===== config.mk =====
export PLATFORM = sky130hd
export DESIGN_NAME = relu_mac_layer_1
export DESIGN_NICKNAME = d
export VERILOG_FILES = /design/src/rtl/relu_mac_layer_1.sv
export SDC_FILE = /design/constraint.sdc
export NUM_CORES = 1
export LEC_CHECK = 0
export BUFFER_PORTS_ARGS = -buffer_cell sky130_fd_sc_hd__clkbuf_2
export CAP_MARGIN = 20
export CORE_MARGIN = 1.5
export CORE_UTILIZATION = 51
export CTS_CLUSTER_SIZE = 8
export DETAILED_ROUTE_END_ITERATION = 6
export GPL_TIMING_DRIVEN = 1
export PLACE_DENSITY_LB_ADDON = 0.08
export SETUP_SLACK_MARGIN = 0.3
export SYNTH_ARGS = -nofsm -noshare
export SYNTH_HDL_FRONTEND = slang
export SYNTH_SLANG_ARGS = --single-unit

===== constraint.sdc =====
create_clock -name clk -period 22.5 [get_ports clk]
set_clock_uncertainty 0.1 [all_clocks]
set_input_delay 4.5 -clock clk [delete_from_list [all_inputs] [get_ports clk]]
set_output_delay 4.5 -clock clk [all_outputs]
set_load 0.05 [all_outputs]

===== src/rtl/relu_mac_layer_1.sv =====
`default_nettype none
// ============================================================================
// Module  : relu_mac_layer_1
// Brief   : Second fully-connected stage: ReLU on inputs, bias + weighted sum
//           per output, one shared signed multiplier, valid/ready on both sides.
// Revision: 1.0 - initial release
// ============================================================================
module relu_mac_layer_1 #(
    parameter int IN_N   = 2,
    parameter int OUT_N  = 2,
    parameter int DATA_W = 16,
    parameter int FRAC   = 8,
    parameter logic [OUT_N*IN_N*DATA_W-1:0] WEIGHTS = 64'h0040_0080_FF00_0100,
    parameter logic [OUT_N*DATA_W-1:0]      BIAS    = 32'h0100_0000
) (
    input  logic                      clk,
    input  logic                      rst_n,
    input  logic                      in_valid,
    output logic                      in_ready,
    input  logic [IN_N*DATA_W-1:0]    in_data,
    output logic                      out_valid,
    input  logic                      out_ready,
    output logic [OUT_N*DATA_W-1:0]   out_data,
    output logic                      busy
);

    localparam int ACC_W = 2*DATA_W + $clog2(IN_N) + 1;
    localparam int IW    = (IN_N  > 1) ? $clog2(IN_N)  : 1;
    localparam int OW    = (OUT_N > 1) ? $clog2(OUT_N) : 1;

    localparam logic [IW-1:0] I_LAST = IW'(IN_N - 1);
    localparam logic [OW-1:0] O_LAST = OW'(OUT_N - 1);

    localparam logic signed [ACC_W-1:0] SAT_MAX = ACC_W'((64'sd1 <<< (DATA_W-1)) - 64'sd1);
    localparam logic signed [ACC_W-1:0] SAT_MIN = -SAT_MAX - ACC_W'(1);

    typedef enum logic [1:0] {
        IDLE = 2'd0,
        MAC  = 2'd1,
        HOLD = 2'd2
    } state_t;

    state_t                     state_q, state_d;
    logic [IW-1:0]              i_q, i_d;
    logic [OW-1:0]              o_q, o_d;
    logic signed [ACC_W-1:0]    acc_q, acc_d;
    logic signed [DATA_W-1:0]   x_q [IN_N];
    logic signed [DATA_W-1:0]   x_d [IN_N];
    logic [DATA_W-1:0]          y_q [OUT_N];
    logic [DATA_W-1:0]          y_d [OUT_N];

    logic signed [DATA_W-1:0]   w_arr [OUT_N][IN_N];
    logic signed [DATA_W-1:0]   w_x;
    logic signed [DATA_W-1:0]   w_w;
    logic signed [2*DATA_W-1:0] w_prod;
    logic signed [ACC_W-1:0]    w_sum;
    logic signed [ACC_W-1:0]    w_y;
    logic [DATA_W-1:0]          w_sat;

    // Bias pre-scaled into accumulator fixed-point format.
    function automatic logic signed [ACC_W-1:0] bias_acc(input int idx);
        logic [DATA_W-1:0] b;
        logic [ACC_W-1:0]  ext;
        b   = BIAS[idx*DATA_W +: DATA_W];
        ext = {{(ACC_W-DATA_W){b[DATA_W-1]}}, b};
        return ext << FRAC;
    endfunction

    generate
        for (genvar go = 0; go < OUT_N; go++) begin : g_wo
            for (genvar gi = 0; gi < IN_N; gi++) begin : g_wi
                assign w_arr[go][gi] = WEIGHTS[(go*IN_N+gi)*DATA_W +: DATA_W];
            end
        end
        for (genvar go = 0; go < OUT_N; go++) begin : g_out
            assign out_data[go*DATA_W +: DATA_W] = y_q[go];
        end
    endgenerate

    assign w_x    = x_q[i_q];
    assign w_w    = w_arr[o_q][i_q];
    assign w_prod = w_x * w_w;
    assign w_sum  = acc_q + {{(ACC_W-2*DATA_W){w_prod[2*DATA_W-1]}}, w_prod};
    assign w_y    = w_sum >>> FRAC;

    always_comb begin
        w_sat = w_y[DATA_W-1:0];
        if (w_y > SAT_MAX) begin
            w_sat = SAT_MAX[DATA_W-1:0];
        end else if (w_y < SAT_MIN) begin
            w_sat = SAT_MIN[DATA_W-1:0];
        end
    end

    always_comb begin
        state_d = state_q;
        i_d     = i_q;
        o_d     = o_q;
        acc_d   = acc_q;
        x_d     = x_q;
        y_d     = y_q;
        case (state_q)
            IDLE: begin
                if (in_valid) begin
                    for (int k = 0; k < IN_N; k++) begin
                        x_d[k] = in_data[k*DATA_W + DATA_W - 1] ? '0
                                                                : in_data[k*DATA_W +: DATA_W];
                    end
                    i_d     = '0;
                    o_d     = '0;
                    acc_d   = bias_acc(0);
                    state_d = MAC;
                end
            end
            MAC: begin
                if (i_q == I_LAST) begin
                    y_d[o_q] = w_sat;
                    i_d      = '0;
                    if (o_q == O_LAST) begin
                        o_d     = '0;
                        acc_d   = '0;
                        state_d = HOLD;
                    end else begin
                        o_d   = o_q + OW'(1);
                        acc_d = bias_acc(int'(o_q) + 1);
                    end
                end else begin
                    i_d   = i_q + IW'(1);
                    acc_d = w_sum;
                end
            end
            HOLD: begin
                if (out_ready) begin
                    state_d = IDLE;
                end
            end
            default: state_d = IDLE;
        endcase
    end

    always_ff @(posedge clk or negedge rst_n) begin
        if (!rst_n) begin
            state_q <= IDLE;
            i_q     <= '0;
            o_q     <= '0;
            acc_q   <= '0;
            for (int k = 0; k < IN_N; k++) begin
                x_q[k] <= '0;
            end
            for (int k = 0; k < OUT_N; k++) begin
                y_q[k] <= '0;
            end
        end else begin
            state_q <= state_d;
            i_q     <= i_d;
            o_q     <= o_d;
            acc_q   <= acc_d;
            x_q     <= x_d;
            y_q     <= y_d;
        end
    end

    assign in_ready  = (state_q == IDLE);
    assign out_valid = (state_q == HOLD);
    assign busy      = (state_q == MAC);

endmodule
`default_nettype wire


======== After elaboration in Yosys (flattened, before gate mapping) ========
Index checks and enable logic that the tools add are counted.
word-level totals
  flip-flop bits (word level) ............. 102
  bits in latches ......................... 0
  RAM bits ................................ 0
  ROM bits ................................ 0
  input bits .............................. 36
  output and inout bits ................... 35
  word-level logic and storage cells ...... 66
  memories ................................ 0
cells by class
  add/subtract/negate cells ............... 4
  multipliers ............................. 1
  divide/modulo/power cells ............... 0
  $lt $le $gt $ge ......................... 5
  equal/unequal tests ..................... 6
  shifts and indexed selects .............. 1
  muxes and demuxes ....................... 31
  bitwise gates (word level) .............. 2
  reductions and logical operators ........ 8
operators with widths
  kind                                                                               number
  16-bit 2-to-1 mux                                                                  9
  34-bit 2-to-1 mux                                                                  3
  34-bit case mux with 2 select lines                                                1
  32-bit 2-to-1 mux                                                                  2
  34-bit adder                                                                       1
  32-bit bitwise mux                                                                 1
  16-bit by 16-bit multiplier with 32-bit output                                     1
  32-bit by 7-bit variable part select with 16-bit output, first input constant      1
  15-bit 2-to-1 mux                                                                  2
  26-bit by 16-bit greater-than comparator with 1-bit output, second input constant  1
  26-bit by 16-bit less-than comparator with 1-bit output, second input constant     1
  25-bit 2-to-1 mux                                                                  1
  16-bit demux with 1-bit select                                                     1
  2-bit 2-to-1 mux                                                                   4
  2-bit by 1-bit inequality test with 1-bit output, second input constant            3
  2-bit case mux with 3 select lines                                                 1
  2-bit AND reduction                                                                3
  2-bit greater-or-equal comparator, second input constant                           2
  1-bit 2-to-1 mux                                                                   4
  1-bit NOT with 2-bit output                                                        2
  1-bit case mux with 2 select lines                                                 2
  4-bit AND reduction                                                                1
  3-bit AND reduction                                                                1
  1-bit adder, second input constant                                                 2
  other kinds (8)                                                                    8

======== Logic depth before layout (Yosys ltp) ========
Gate-level depths: netlist of the first run.
  word-level depth ........................ 13
  gate-level depth with buffers ........... 39
  gate-level depth less buffers ........... 35

======== Worst setup path after synthesis of the first run ========
Ideal clock, no wire load.
  kind .................................... register to register
  start ................................... register o_q
  end ..................................... register y_q, in the netlist out_data[26]
  library setup time ...................... 81 ps
  arrival ................................. 9189 ps
  data required time ...................... 22319 ps
  path slack .............................. 13130 ps
  cell stages (with the launch flop) ...... 36
  path buffers ............................ 5
  clock period less this slack ............ 9370 ps
  cell sequence ........................... dfrtp_1 nand2b_1 clkbuf_1 inv_1 clkbuf_1 clkbuf_1 nand2_1 fa_1 inv_1 fa_1 fa_1 fa_1 fa_1 fa_1 ha_1 a21oi_1 o21ai_0 or3_1 o22ai_1 o21ai_0 a21o_1 a21oi_1 xnor2_1 ha_1 buf_2 a211oi_1 o21bai_1 and3_1 a2111oi_0 o211ai_1 a211o_1 or4_4 o21ai_4 buf_6 nand2_2 o211ai_2
between the ends
  word-level cells in the longest chain between the ends .. 13
  elaborated cells on any way between the ends .. 19
  those cells by class .................... add/sub (1); mul (1); order compare (4); mux (11); bitwise (1); reduce/logical (1)
RTL lines
  element                                                  RTL line  source
  start: declaration                                       45        logic [OW-1:0] o_q, o_d;
  start signal: assignment                                 145       o_q <= '0;
  start signal: assignment                                 156       o_q <= o_d;
  1-bit NOT with 2-bit output (not written as such) (*)    81, 117
  25-bit 2-to-1 mux (not written as such)                  81        assign w_w = w_arr[o_q][i_q];
  32-bit 2-to-1 mux (not written as such) (2 in series)    81
  16-bit 2-to-1 mux (not written as such) (3 in series)    81
  16-bit by 16-bit multiplier with 32-bit output           82        assign w_prod = w_x * w_w;
  34-bit adder                                             83        assign w_sum = acc_q + {{(ACC_W-2*DATA_W){w_prod[2*DATA_W-1]}}, w_prod};
  26-bit by 16-bit less-than comparator with 1-bit output  90        end else if (w_y < SAT_MIN) begin
  16-bit 2-to-1 mux                                        90
  16-bit 2-to-1 mux                                        88        if (w_y > SAT_MAX) begin
  32-bit bitwise mux (*)                                   117       y_d[o_q] = w_sat;
  end signal: assignment                                   159       y_q <= y_d;
  end: declaration                                         49        logic [DATA_W-1:0] y_q [OUT_N];
Mark *: on every way between the ends. The rest lies on a longest branch, timed or not. The select of a mux whose other input is x is not followed.
A chain may end at the register's enable or synchronous reset.

======== Worst setup path after layout of the first run ========
  start ................................... register i_q
  end ..................................... register y_q, in the netlist out_data[17]
between the ends
  word-level cells in the longest chain between the ends .. 10
  elaborated cells on any way between the ends .. 15
  those cells by class .................... add/sub (1); mul (1); order compare (2); mux (9); bitwise (1); reduce/logical (1)
RTL lines
  element                                                  RTL line  source
  start: declaration                                       44        logic [IW-1:0] i_q, i_d;
  start signal: assignment                                 155       i_q <= i_d;
  1-bit NOT with 2-bit output (not written as such)        80, 81
  16-bit 2-to-1 mux (on tied branches) (3 in series)       80, 81
  16-bit by 16-bit multiplier with 32-bit output           82
  34-bit adder                                             83
  26-bit by 16-bit less-than comparator with 1-bit output  90
  16-bit 2-to-1 mux                                        90
  16-bit 2-to-1 mux                                        88
  32-bit bitwise mux                                       117
Several ways; a longest one is shown, not always the timed one. The select of a mux whose other input is x is not followed.

==> results of run 1 <==
-- cell type report --
class | instances | area share, %
Multi-Input combinational cell | 884 | 66.1
Sequential cell | 94 | 20.9
Inverter | 118 | 3.93
Timing Repair Buffer | 75 | 3.46
Tap cell | 270 | 3.00
Clock buffer | 9 | 2.00
Clock inverter | 7 | 0.666
-- layout by cell type, fill, tap and decap left out, types with 6 or more instances in the layout --
cell       instances
fa_1              95
nor2b_1            7
inv_1            117
ha_1             131
a22o_1            17
o211ai_2           6
clkbuf_16          9
o21bai_1          10
nand2b_1          43
a211oi_1          13
xor2_1            12
nor3_1             8
or2_2              6
a21o_1            17
buf_4              6
dfrtp_1           94
o21ai_0           67
mux2i_1           14
and3_1            24
nand2_1          119
a21oi_1           54
o21a_1             7
and2_1            24
o211ai_1          10
nor2_1            68
clkbuf_2          69
xnor2_1           34
nand3_1           33
-- worst register-to-register path, delay by kind of cell, from the launching register on --
family / cells / cell delay, ps
compound gates: 12 / 3430
buf+inv: 3 / 1300
fa+ha+maj: 8 / 3940
flops: 1 / 340
xor+xnor: 1 / 130
simple gates: 7 / 2180
-- worst paths after layout --
kind,start,to,slack [ps],depth (start not counted)
max,i_q,out_data[17],10980,31
min,out_data[15],out_data[15],390,2
max reg2reg,i_q,out_data[17],10980,31
min reg2reg,out_data[15],out_data[15],390,2
max in group asynchronous,rst_n,acc_q[21],17110,2
min in group asynchronous,rst_n,x_q[20],4020,1
-- state kept, by name, summed over array words and instances (netlist names) --
signal,count
out_data,32
x_q,30
acc_q,28
state_q,2
i_q,1
o_q,1
-- layer usage --
metal  wire length [µm]  GRT usage [%]  share of wire [%]  vias to the layer above
met5                  0              0                  0                        -
met4                199           4.29               0.79                        0
met3                853           3.07                3.4                       14
met2              11800           39.3                 47                      142
met1              12300           36.3                 49                     4011
li1                   -              -                  -                     3958
-- per-stage QoR --
stage	std cells	util, %	hold slack [ps]	worst slack, ps
2_1_floorplan	1136	-	356	13130
3_3_place_gp	1440	54.6	366	11350
3_5_place_dp	1440	54.6	374	11060
4_1_cts	1456	56.0	392	10950
5_1_grt	1457	56.1	415	10060
6_report	1457	56.1	386	10980
-- kinds of logic (layout without fill, tap and decap cells) --
kind of cell               Yosys count  in the layout
DFF                                 94             94
adders and majority gates          226            226
and+or+nand+nor                    358            358
muxes                               15             15
AOI/OAI and AO/OA                  238            238
buffers and inverters              158            209
xor gates and xnor gates            47             47
==> results.toml, run 1 <==
[status]
status = "finished, final reports clean"

[yosys]
ys_warn_count = 0
synth_cell_types = 65
yosysSeqAreaShare_pct = 22.6
synth_top_area_cell = "dfrtp_1"
synth_area_per_cell_um2 = 9.15
synth_xor_area_share_pct = 4.10
synth.top_cells.by_count = "131 x ha_1, 120 x nand2_1, 117 x inv_1"
async_flop_share_pct = 100
synth_most_common_cell = "ha_1"
synth_compound_area_share_pct = 15.1
synthTopCellsByArea = "dfrtp_1 23%, fa_1 18%, ha_1 16%, nand2_1 4.3%, inv_1 4.2%"
muxShareOfSynthArea_pct = 1.46
syn_inst = 1136
synth.net_count = 1398
synth_fa_ha_area_share_pct = 34.1
synth.ff_latch_count = 94
synth-edff-count = 0
synth_area_um2 = 10400
synth_top_family_by_area = "adder cells"
synth-main-ff-cell = "dfrtp_1"
synthSimpleGateAreaFrac_pct = 16.8
yosysTopAreaCellShare_pct = 22.6

[clock_network]
clockRootBuffer = "clkbuf_16"
cts_made_buffers = 9
cts_tree = "done"
ctsHoldBuffers = 0
cts-htree-levels = 3
cts.repair.resized = 0
path_clk_slew_ps = 80
cts_sinks = 94
clk_latency_ps = 360
cts_setup_buffers = 0
clk_path_buf_depth = 2

[worst_setup_path]
cp-start-kind = "flip-flop"
crit_family = "adder cells"
critPathSlowestCell = "inv_1"
crit_type = "flip-flop to flip-flop"
cp.arrival_ps = 11670
cp.required_ps = 22650
crit_path_max_fanout = 39
critPathMostFrequentCell = "fa_1"
worstSetupEndpointType = "flip-flop"
crit_buf_inv = 3
slowest_delay_ps = 850

[timing]
timing.fmax_mhz = 86.8
slew_viol_final = 0
finalCritPeriodShare_pct = 51.2
setup_violations = 0
rsz0062_at_grt = "no"
setup_tns_ps = 0
hold_violations = 0
fin_crit_ps = 11520
worst_slew_pin_slew_ps = 1020
relSlewSlack_pct = 31.5

[die]
start_util_pct = 51.7
fp.dieArea_um2 = 21300
die_w_um = 146
io_pins = 71
rows = 52
die_h_um = 146
coreArea_um2 = 20100

[layout]
multi_input_area_um2 = 7450
fillers = 1906
area.growth.synth_to_final_pct = 8.45
final_nets = 1444
num_antenna_cells = 0
layout.area.seq_um2 = 2350
drive_gt1_share_pct = 9.86
design_area_um2 = 11300

[hold_path]
hp-class = "flip-flop to flip-flop"

[global_routing]
overflow = 0
grt_max_degree = 62
grtUsageTotal_pct = 24.6
grt_pass1_vias = 8132
antenna_found_initial = 0
grt_pass1_wl_um = 41700

[routing]
routed_via_density = 5.58
dr.pass1.iters = 4
wl_per_cell_um = 17.3
dr_total_vias = 8125
drt_iter0_markers = 433
ant_nets = 0
remaining_drc_errors = 0
wirelength_um = 25200

[placed_design]
post_dp_cell_area_um2 = 11000
gp_congestion = 0.920
numPortBuffers = 70
dp_hpwl_um = 19900

[job]
maxCapViolCount = 0
Power of run 1 is not shown: default switching activity piles up to over one toggle a cycle in this logic, so the estimate is an artifact.
==> run 2: changes to the inputs <==
==> constraint.sdc (replaced) <==
create_clock -name clk -period 10.9 [get_ports clk]
set_clock_uncertainty 0.1 [all_clocks]
set_input_delay 2.18 -clock clk [delete_from_list [all_inputs] [get_ports clk]]
set_output_delay 2.18 -clock clk [all_outputs]
set_load 0.05 [all_outputs]
==> run 2 against run 1 <==
Effect of this change:
- sequential cell count unchanged
- final cell count rose by 0.34%
- non-clock buffer count grew 4
- critical path depth grew 2
- die area unchanged
- hold slack worse by 6.4 ps
- design area up 0.75%
- critical path type unchanged
- critical endpoint is now out_data[18]
==> results.toml, run 2 (synthesis gave the netlist of run 1 again) <==
[timing]
fin_crit_ps = 9890
timing.fmax_mhz = 101
setup_tns_ps = 0
slew_viol_final = 0
hold_ws_ps = 380
hold_violations = 0
finalCritPeriodShare_pct = 90.8
worst_slew_pin_slew_ps = 1020
setup_violations = 0
relSlewSlack_pct = 32.1
rsz0062_at_grt = "no"

[layout]
drive_gt1_share_pct = 10.5
multi_input_area_um2 = 7480
area.growth.synth_to_final_pct = 9.27
final_nets = 1449
mostFrequentLayoutCells = "131 x ha_1, 119 x nand2_1, 116 x inv_1"
num_antenna_cells = 0
largest_reg_flops = 32
layout.area.seq_um2 = 2350
final_common_cell = "ha_1"
fillers = 1861
finalCoreUtilization_pct = 56.5

[clock_network]
clk_path_buf_depth = 2
path_clk_slew_ps = 80
cts_tree = "done"
cts-htree-levels = 3
cts_made_buffers = 9
cts_sinks = 94
clk_latency_ps = 360
clockRootBuffer = "clkbuf_16"

[worst_setup_path]
crit_type = "flip-flop to flip-flop"
worstSetupEndpointType = "flip-flop"
critPathMostFrequentCell = "fa_1"
critPathSlowestCell = "fa_1"
cp.arrival_ps = 10050
crit_path_max_fanout = 13
cp.required_ps = 11060
slowest_delay_ps = 550
cp-start-kind = "flip-flop"

[placed_design]
dp_hpwl_um = 19700
gp_congestion = 0.905
numPortBuffers = 70

[routing]
ant_nets = 0
dr_total_vias = 8129
remaining_drc_errors = 0
wirelength_um = 25400
dr.pass1.iters = 5
routed_via_density = 5.56
drt_iter0_markers = 418
wl_per_cell_um = 17.4

[hold_path]
hp-class = "flip-flop to flip-flop"

[die]
die_h_um = 146
coreArea_um2 = 20100
start_util_pct = 51.7
fp.dieArea_um2 = 21300
die_w_um = 146
io_pins = 71
rows = 52

[global_routing]
overflow = 0
grt_pass1_vias = 8126
antenna_found_initial = 0
grt_pass1_wl_um = 42400
grtUsageTotal_pct = 25.1
grt_max_degree = 62

[status]
status = "finished, final reports clean"

[job]
maxCapViolCount = 0
run 2: cell types whose count changed in the layout (fill, tap and decap cells not counted), sizes merged:
cell,change
clkinv,+2
o21ai,+1
buf,+4
inv,-2
run 2: cell type report:
cell class,count,area share [%]
Sequential cell,94,20.7
Clock buffer,9,1.98
Inverter,118,3.93
Timing Repair Buffer,79,3.81
Multi-Input combinational cell,885,65.8
Tap cell,270,2.97
Clock inverter,7,0.782
run 2: timing repair:
item	in CTS	in global routing
setup endpoints to repair	0	30
gates resized for setup	0	5
hold buffers	0	0
hold endpoints to repair	0	0
setup buffers	0	1
run 2: routing by layer:
layer / track usage, % / part of all wire (%) / vias up
met5: 0 / 0 / -
met4: 6.99 / 1.9 / 0
met3: 2.60 / 3.1 / 33
met2: 39.8 / 46 / 136
met1: 36.5 / 49 / 3993
li1: - / - / 3967
run 2: through the flow:
step | setup slack, ps | instance area, µm² | std cells
5_1_grt | 325 | 11400 | 1462
3_5_place_dp | 793 | 11000 | 1444
4_1_cts | 738 | 11300 | 1460
6_report | 1010 | 11400 | 1462
2_1_floorplan | 1530 | 10400 | 1136
3_3_place_gp | 1010 | 11000 | 1444
run 2: final timing paths:
check / start / endpoint / slack (ps) / cells after the start
max: o_q / out_data[18] / 1010 / 33
min: out_data[15] / out_data[15] / 380 / 2
max reg2reg: o_q / out_data[18] / 1010 / 33
min reg2reg: out_data[15] / out_data[15] / 380 / 2
max in group asynchronous: rst_n / acc_q[33] / 7840 / 2
min in group asynchronous: rst_n / x_q[20] / 1700 / 1
run 2: worst max-delay path: cells and delay by family, from the launching register on:
kind / cells / cell delay, ps
compound gates: 10 / 2490
xor+xnor: 1 / 110
fa+ha+maj: 8 / 3620
simple gates: 8 / 2050
flops: 1 / 440
buf+inv: 6 / 960
Power of run 2 is left out for the same reason.
